[src/rtl/shift_add_mul.sv]
`default_nettype none
//------------------------------------------------------------------------------
// Module     : shift_add_mul (with helper cla4_slice)
// Purpose    : Sequential unsigned shift-and-add multiplier. The WIDTH-bit
//              adder is a ripple chain of 4-bit carry-look-ahead slices. Each
//              EXEC cycle adds the multiplicand (or zero) to the upper half of
//              the accumulator, then shifts the full accumulator right by one.
// Ports      : clk    - rising-edge clock
//              reset  - asynchronous active-high reset
//              start  - multiply request, sampled only in IDLE
//              a, b   - multiplicand / multiplier, sampled with start
//              busy   - high during EXEC
//              done   - one-cycle pulse when result becomes valid
//              result - 2*WIDTH-bit product, registered and held
// Revision   : 1.0 - initial release
//------------------------------------------------------------------------------

module cla4_slice (
  input  logic [3:0] a,
  input  logic [3:0] b,
  input  logic       cin,
  output logic [3:0] sum,
  output logic       cout
);
  logic [3:0] w_g;
  logic [3:0] w_p;
  logic [4:0] w_c;

  assign w_g = a & b;
  assign w_p = a ^ b;

  // Every carry is a flat function of generate/propagate terms and cin.
  assign w_c[0] = cin;
  assign w_c[1] = w_g[0] | (w_p[0] & cin);
  assign w_c[2] = w_g[1] | (w_p[1] & w_g[0]) | (w_p[1] & w_p[0] & cin);
  assign w_c[3] = w_g[2] | (w_p[2] & w_g[1]) | (w_p[2] & w_p[1] & w_g[0])
                | (w_p[2] & w_p[1] & w_p[0] & cin);
  assign w_c[4] = w_g[3] | (w_p[3] & w_g[2]) | (w_p[3] & w_p[2] & w_g[1])
                | (w_p[3] & w_p[2] & w_p[1] & w_g[0])
                | (w_p[3] & w_p[2] & w_p[1] & w_p[0] & cin);

  assign sum  = w_p ^ w_c[3:0];
  assign cout = w_c[4];
endmodule

module shift_add_mul #(
  parameter int WIDTH = 8
) (
  input  logic               clk,
  input  logic               reset,
  input  logic               start,
  input  logic [WIDTH-1:0]   a,
  input  logic [WIDTH-1:0]   b,
  output logic               busy,
  output logic               done,
  output logic [2*WIDTH-1:0] result
);
  localparam int C_SLICES = WIDTH / 4;
  localparam int C_CW     = $clog2(WIDTH + 1);
  localparam logic [C_CW-1:0] C_COUNT_INIT = C_CW'(WIDTH);
  localparam logic [C_CW-1:0] C_COUNT_LAST = C_CW'(1);

  generate
    if ((WIDTH % 4) != 0 || WIDTH < 4) begin : g_width_check
      $error("shift_add_mul: WIDTH must be a positive multiple of 4");
    end
  endgenerate

  typedef enum logic [1:0] {
    S_IDLE = 2'd0,
    S_EXEC = 2'd1,
    S_DONE = 2'd2
  } state_t;

  state_t             r_state;
  state_t             w_state_nxt;
  logic [WIDTH-1:0]   r_mcand;
  logic [WIDTH-1:0]   r_acc_hi;
  logic [WIDTH-1:0]   r_acc_lo;
  logic [C_CW-1:0]    r_count;
  logic [2*WIDTH-1:0] r_result;

  logic [WIDTH-1:0]   w_addend;
  logic [WIDTH-1:0]   w_sum;
  logic [C_SLICES:0]  w_carry;
  logic [2*WIDTH-1:0] w_shifted;

  // Multiplier LSB selects whether the multiplicand is added this step.
  assign w_addend   = r_acc_lo[0] ? r_mcand : '0;
  assign w_carry[0] = 1'b0;

  generate
    for (genvar gi = 0; gi < C_SLICES; gi++) begin : g_cla
      cla4_slice u_slice (
        .a    (r_acc_hi[4*gi +: 4]),
        .b    (w_addend[4*gi +: 4]),
        .cin  (w_carry[gi]),
        .sum  (w_sum[4*gi +: 4]),
        .cout (w_carry[gi+1])
      );
    end
  endgenerate

  // Top carry-out becomes the new MSB, so no product bit is ever dropped.
  assign w_shifted = {w_carry[C_SLICES], w_sum, r_acc_lo[WIDTH-1:1]};

  always_ff @(posedge clk or posedge reset) begin
    if (reset) begin
      r_state <= S_IDLE;
    end else begin
      r_state <= w_state_nxt;
    end
  end

  always_comb begin
    w_state_nxt = r_state;
    case (r_state)
      S_IDLE:  if (start) w_state_nxt = S_EXEC;
      S_EXEC:  if (r_count == C_COUNT_LAST) w_state_nxt = S_DONE;
      S_DONE:  w_state_nxt = S_IDLE;
      default: w_state_nxt = S_IDLE;
    endcase
  end

  always_ff @(posedge clk or posedge reset) begin
    if (reset) begin
      r_mcand  <= '0;
      r_acc_hi <= '0;
      r_acc_lo <= '0;
      r_count  <= '0;
      r_result <= '0;
    end else begin
      case (r_state)
        S_IDLE: begin
          if (start) begin
            r_mcand  <= a;
            r_acc_hi <= '0;
            r_acc_lo <= b;
            r_count  <= C_COUNT_INIT;
          end
        end
        S_EXEC: begin
          {r_acc_hi, r_acc_lo} <= w_shifted;
          r_count              <= r_count - C_COUNT_LAST;
          if (r_count == C_COUNT_LAST) begin
            r_result <= w_shifted;
          end
        end
        default: ;
      endcase
    end
  end

  assign busy   = (r_state == S_EXEC);
  assign done   = (r_state == S_DONE);
  assign result = r_result;
endmodule

`default_nettype wire

[config.mk]
export PLATFORM = sky130hd
export DESIGN_NAME = shift_add_mul
export DESIGN_NICKNAME = d
export VERILOG_FILES = /design/src/rtl/shift_add_mul.sv
export SDC_FILE = /design/constraint.sdc
export NUM_CORES = 1
export LEC_CHECK = 0
export ABC_AREA = 1
export ABC_CLOCK_PERIOD_IN_PS = 6000
export BUFFER_PORTS_ARGS = -buffer_cell sky130_fd_sc_hd__clkbuf_2
export CAP_MARGIN = 40
export CORE_MARGIN = 1.5
export CORE_UTILIZATION = 30
export CTS_CLUSTER_DIAMETER = 150
export DETAILED_ROUTE_END_ITERATION = 10
export PLACE_DENSITY = 0.5
export RECOVER_POWER = 100
export SKIP_LAST_GASP = 1
export SLEW_MARGIN = 25
export SYNTH_ARGS = -nofsm -noshare
export SYNTH_HDL_FRONTEND = slang
export SYNTH_SLANG_ARGS = --single-unit
[constraint.sdc]
create_clock -name clk -period 6 [get_ports clk]
set_input_delay 0.9 -clock clk [delete_from_list [all_inputs] [get_ports clk]]
set_output_delay 0.9 -clock clk [all_outputs]
set_load 0.01 [all_outputs]
==> results.cfg, run 1 <==
[worst_setup_path]
critPathLaunchType = flop
critical_path.reg2reg.startpoint = r_state[1]
crit_path_top_delay_cell = sky130_fd_sc_hd__clkinvlp_2
worstPathRequired_ns = 6.19
rr_worst_depth = 5
worst_r2r_endpoint = result[7]
worst_ep_arrival_time_ns = 3.02
critPathMaxStageDelay_ns = 0.91
reg2reg_slack_ns = 3.17
worstPathMaxFanout = 27
path_class = reg2reg
setup.worst_path.end_class = flop
crit_chain = inv_1 > nand2_1 > nor2_1 > clkinvlp_2 > o21ai_0

[clock_tree]
cts_num_sinks = 46
cts_tree = done
clk_pin_slew_ns = 0.09
worst_skew_pair.late_latency_ns = 0.30
clk_root_buffer_cell = sky130_fd_sc_hd__clkbuf_8
ctsLongestPathBuffers = 2
cts_made_buffers = 5
postCtsSetupRepairBufs = 0
holdBufCountCts = 0
clock_tree.htree_level_count = 2
postcts_resize_cnt = 0

[finish]
area.sequential_mm2 = 0.00115
nets = 322
n_antenna_cell = 0
layout-drive-gt1-share_pct = 9.62
multi_input_comb_area_um2 = 872
instances_no_fill = 390
syn2layout_area_growth_pct = 12.1
layout.filler_cells = 803

[timing]
maxSlewViolCount = 31
setup_violations = 0
timing.clock.skew_ns = 0.00816
final_hold_vios = 0
max_clock_freq_mhz = 354
max_slew_headroom_at_the_worst_pin_pct = -7.36
layout_worst_path_cycle_share_pct = 47.1
fin_crit_ns = 2.83
worst_margin_pin_slew_ns = 1.61
timing.setup.tns_ns = 0
rsz_0062_raised_after_global_routing = false

[routing]
route.top_layer_used = met4
wirelength_um = 4680
route.vias.total = 1682
m1WireLength_um = 2340
met2RoutedLength_um = 2160
wl_met3_um = 129
wl_per_cell_um = 12.0
drt_drc_violations_left = 0
drtIter0Drc = 82
post_drt_via_cell_ratio = 4.31
drtAntennaViolNets = 0
detail_route.first_pass.iterations = 4

[die]
die_h_um = 89.5
top_level_ports = 37
initial_core_util_pct = 30.9
dieArea_mm2 = 0.00800
core-area_mm2 = 0.00725
die_width_um = 89.5
rows = 31

[synthesis]
synth_cell_types = 28
postSynth.asyncResetShare_pct = 100
ys_dominant_reg_cell = sky130_fd_sc_hd__dfrtp_1
yosysSeqAreaShare_pct = 51.3
synthesis.yosys.warnings = 0
syn_inst = 253
synthesis.area_mm2 = 0.00224
synth-edff-count = 0
post_synthesis_net_count = 284
yosys.area.top_type = sky130_fd_sc_hd__dfrtp_1
yosys.cell_count.top_type = sky130_fd_sc_hd__nand2_1
synth.top_cells.by_area = sky130_fd_sc_hd__dfrtp_1 51%, sky130_fd_sc_hd__nand2_1 15%, sky130_fd_sc_hd__ha_1 5.6%, sky130_fd_sc_hd__inv_1 5.0%, sky130_fd_sc_hd__o21ai_2 4.3%
yosys-top-cells-count = 92 x sky130_fd_sc_hd__nand2_1, 46 x sky130_fd_sc_hd__dfrtp_1, 30 x sky130_fd_sc_hd__inv_1, 11 x sky130_fd_sc_hd__o21ai_2
synth-seq-cells = 46
yosys.area.top_type_share_pct = 51.3
synthesis.area_per_instance_um2 = 8.86

[global_route]
groute.usage.overall_pct = 12.4
antenna_found_initial = 0
first_global_vias = 1521
grt_start_max_net_pins = 31
wire_length_of_the_first_global_routing_pass_um = 7470
global_route.overflow_total = 0

[worst_hold_path]
hold_path_end = result[12]
min-delay-start = result[12]
hold-path-cell-count = 2
timing.hold.worst.class = reg2reg

[place]
dp_cells = 383
hpwlAfterDp_um = 3470
final_weighted_congestion_in_routability_driven_placement = 0.790
placement.io_buffers = 36

[pwr]
vdd_ir_drop_max_mv = 0.123
total_power_per_unit_cell_area_mw_per_mm2 = 452
power.leakage_nw = 1.31

[status]
status = finished, violations left
violations = capacitance limit, slew limit

[flow_run]
cap_viol_max_count = 1
metal layers:
metal	up-vias	track usage, %
met5	-	0
met4	0	4.62
met2	21	19.5
met3	4	2.59
met1	776	17.0
li1	881	-
layout make-up:
cell class,count,area share (%)
clock inverter,2,0.398
sequential,46,45.8
tap,99,4.93
inverter,33,4.98
multi-input combinational,168,34.7
timing repair buffer,37,6.42
clock buffer,5,2.74
cell families after synthesis:
family | synth area share (%)
DFF | 51.3
and+or+nand+nor | 21.0
buffers and inverters | 7.53
adders and majority gates | 7.37
xor gates and xnor gates | 1.17
AOI/OAI and AO/OA | 11.6
critical path, delay by kind of cell, from the launching register on:
family / cells / cell delay (ns)
AO/OA/AOI/OAI: 1 / 0.43
buffers and inverters: 2 / 1.00
flip-flops: 1 / 0.37
AND/OR/NAND/NOR: 2 / 0.91
registers in the layout, indices dropped and copies added (netlist names):
signal and cells:
result 16, r_acc_hi 8, r_acc_lo 8, r_mcand 8
r_count 4, r_state 2
through the flow:
step	setup WS (ns)	utilization (%)	hold WS (ns)	total power, mW	instance area (um2)
after global placement	3.76	34.5	0.457	1.01	2500
after global routing	2.66	34.6	0.500	1.23	2510
after CTS	3.56	35.9	0.483	1.20	2600
after detailed placement	3.77	34.8	0.462	1.02	2520
final	3.17	34.6	0.476	1.13	2510
after floorplan	3.99	-	0.442	0.876	2240
power breakdown:
part,internal (mW),switching (mW)
clock,0.0784,0.103
sequential,0.442,0.0734
combinational,0.159,0.279
total,0.679,0.455
how the worst max path moves through the flow:
| stage | start | depth (start not counted) | to | slack [ns] |
|---|---|---|---|---|
| 2_1_floorplan | r_acc_lo[0] | 13 | r_acc_hi[4] | 3.99 |
| 4_1_cts | r_state[1] | 4 | busy | 3.56 |
| 3_5_place_dp | r_acc_lo[0] | 12 | r_acc_hi[4] | 3.77 |
| 3_3_place_gp | r_acc_lo[0] | 12 | r_acc_hi[4] | 3.76 |
| 5_1_grt | r_state[1] | 5 | result[2] | 2.66 |
| 6_report | r_state[1] | 5 | result[7] | 3.17 |
cells in the final DEF (no fill, tap or decap), drive strengths merged:
| cell | n |
|---|---|
| clkinv | 3 |
| nor2 | 10 |
| nand2 | 93 |
| o221ai | 7 |
| ha | 10 |
| fa | 2 |
| nand4 | 1 |
| a31oi | 2 |
| o21ai | 20 |
| nand3 | 10 |
| o211ai | 1 |
| clkinvlp | 1 |
| a21oi | 6 |
| o22ai | 1 |
| nand3b | 1 |
| xnor2 | 3 |
| dfrtp | 46 |
| inv | 31 |
| or2 | 1 |
| clkbuf | 42 |
Power figures use the tool's default switching activity.
==> run 2: changes to the inputs <==
- ABC_AREA: 1 -> 0
- ABC_CLOCK_PERIOD_IN_PS: 6000 -> 2500
- PLACE_DENSITY: 0.5 -> 0.51
- clock period: 6 -> 2.5 ns (I/O delays scaled with it)
==> results.cfg, run 2 <==
[status]
status = complete, no violations

[pwr]
combPwrFrac_pct = 40.7
vdd_ir_drop_max_mv = 0.331
power_switching_mw = 1.20
power.leakage_nw = 1.27
intPower_mw = 1.78
clock_power_share_pct = 16.1
total_power_per_unit_cell_area_mw_per_mm2 = 1120
seqPwrFrac_pct = 43.2
p_sw_share_pct = 40.4

[synthesis]
post_synthesis_net_count = 257
yosys.area.top_type = sky130_fd_sc_hd__dfrtp_1
yosys.cell_count.top_type = sky130_fd_sc_hd__nand2_1
synth-edff-count = 0
synth_cell_types = 47
yosys-top-cells-count = 51 x sky130_fd_sc_hd__nand2_1, 46 x sky130_fd_sc_hd__dfrtp_1, 17 x sky130_fd_sc_hd__o21ai_0, 11 x sky130_fd_sc_hd__a21oi_1, 10 x sky130_fd_sc_hd__ha_1
synth-seq-cells = 46
ys_dominant_reg_cell = sky130_fd_sc_hd__dfrtp_1
synthesis.yosys.warnings = 0
postSynth.asyncResetShare_pct = 100
synth.top_cells.by_area = sky130_fd_sc_hd__dfrtp_1 50%, sky130_fd_sc_hd__nand2_1 8.4%, sky130_fd_sc_hd__ha_1 5.5%, sky130_fd_sc_hd__mux2_2 4.4%, sky130_fd_sc_hd__o21ai_0 3.7%
synthesis.area_mm2 = 0.00229
synthesis.area_per_instance_um2 = 10.1
syn_inst = 226
yosysSeqAreaShare_pct = 50.3
yosys.area.top_type_share_pct = 50.3

[clock_tree]
ctsLongestPathBuffers = 2
clk_root_buffer_cell = sky130_fd_sc_hd__clkbuf_8
cts_tree = done
clock_tree.htree_level_count = 2
worst_skew_pair.late_latency_ns = 0.31
cts_made_buffers = 5
cts_num_sinks = 46
clk_pin_slew_ns = 0.10

[die]
die_width_um = 90.3
rows = 31
top_level_ports = 37
core-area_mm2 = 0.00733
initial_core_util_pct = 31.2
dieArea_mm2 = 0.00816
die_h_um = 90.3

[timing]
timing.clock.skew_ns = 0.00861
setup_violations = 0
rsz_0062_raised_after_global_routing = false
final_hold_vios = 0
maxSlewViolCount = 0
post-route-worst-setup-slack_ns = 0.318
max_clock_freq_mhz = 458
worst_margin_pin_slew_ns = 1.29
fin_crit_ns = 2.18
timing.setup.tns_ns = 0
max_slew_headroom_at_the_worst_pin_pct = 14.1
layout_worst_path_cycle_share_pct = 87.3

[worst_setup_path]
worstPathMaxFanout = 9
worst_ep_arrival_time_ns = 2.41
worstPathRequired_ns = 2.73
setup.worst_path.end_class = flop
rr_worst_depth = 6
critPathLaunchType = flop
path_class = reg2reg

[global_route]
groute.usage.overall_pct = 13.5
wire_length_of_the_first_global_routing_pass_um = 8670
first_global_vias = 1723
grt_start_max_net_pins = 25
antenna_found_initial = 0
global_route.overflow_total = 0

[flow_run]
cap_viol_max_count = 0

[finish]
nets = 301
syn2layout_area_growth_pct = 16.8
largest_register_ffs = 16
mostFrequentLayoutCells = 51 x sky130_fd_sc_hd__nand2_1, 46 x sky130_fd_sc_hd__dfrtp_1, 24 x sky130_fd_sc_hd__clkbuf_1
n_antenna_cell = 0
final_common_cell = sky130_fd_sc_hd__nand2_1
layout-drive-gt1-share_pct = 15.5

[place]
placement.io_buffers = 36
pre_cts_ws_ns = 0.320
final_weighted_congestion_in_routability_driven_placement = 0.737
hpwlAfterDp_um = 3670

[routing]
wl_per_cell_um = 14.0
route.vias.total = 1758
drtAntennaViolNets = 0
wirelength_um = 5160
drt_drc_violations_left = 0
detail_route.first_pass.iterations = 4
post_drt_via_cell_ratio = 4.75
drtIter0Drc = 64

[worst_hold_path]
hold-path-cell-count = 2
timing.hold.worst.class = in2reg
run 2: repair_timing:
item	4_1_cts	5_1_grt
setup endpoints to repair	0	0
buffers inserted	0	0
hold endpoints to repair	3	0
gates resized for setup	0	0
hold buffers	1	0
run 2: layout make-up:
cell class              instances  area, um2
clock inverters                 3       23.8
well taps                      99        124
fillers                       758       4660
flip-flops and latches         46       1150
clock buffers                   5       68.8
multi-input cells             160       1040
repair buffers                 48        228
inverters                       9       33.8
run 2: final timing paths:
| path | startpoint | end | slack (ns) |
|---|---|---|---|
| min in group asynchronous | reset | result[6] | 0.46 |
| worst min-delay path | a[0] | r_mcand[0] | 0.29 |
| worst min register to register | result[1] | result[1] | 0.48 |
| worst max-delay path | r_acc_lo[0] | result[11] | 0.32 |
| worst max register to register | r_acc_lo[0] | result[11] | 0.32 |
| max in group asynchronous | reset | result[12] | 0.61 |
run 2: power groups by stage:
stage               logic, mW  clock network [mW]  registers (mW)
floorplan               0.870                   0            1.28
global placement         1.27                   0            1.31
detailed placement       1.27                   0            1.31
CTS                      1.28               0.496            1.29
global route             1.39               0.524            1.34
finish                   1.21               0.481            1.29
run 2: metal layers:
layer | vias up | GRT usage, % | wire, um
li1 | 874 | - | -
met1 | 851 | 18.9 | 2620
met2 | 26 | 20.7 | 2310
met3 | 7 | 2.44 | 155
met4 | 0 | 4.76 | 78
met5 | - | 0 | 0
run 2: cells by family after synthesis:
kind of cell,Yosys count,synth area share (%)
DFF,46,50.3
xor gates and xnor gates,3,1.15
adders and majority gates,12,7.22
muxes,10,4.87
buffers and inverters,20,3.99
AOI/OAI and AO/OA,52,14.7
and+or+nand+nor,83,17.8
run 2: metrics by stage:
stage	hold slack (ns)	instance area, um2	total power, mW	instances	utilization, %
6_report	0.295	2670	2.98	370	36.5
5_1_grt	0.283	2670	3.26	370	36.5
4_1_cts	0.287	2720	3.07	370	37.1
3_5_place_dp	0.230	2620	2.58	361	35.7
3_3_place_gp	0.230	2620	2.58	361	35.7
2_1_floorplan	0.456	2290	2.15	226	-
run 2: critical path: stages, from the launching register on:
cell                      delay, ns
sky130_fd_sc_hd__dfrtp_1       0.51
sky130_fd_sc_hd__and2_0        0.23
sky130_fd_sc_hd__ha_1          0.33
sky130_fd_sc_hd__a41o_1        0.26
sky130_fd_sc_hd__a21oi_2       0.14
sky130_fd_sc_hd__fa_1          0.45
sky130_fd_sc_hd__o21ai_0       0.18
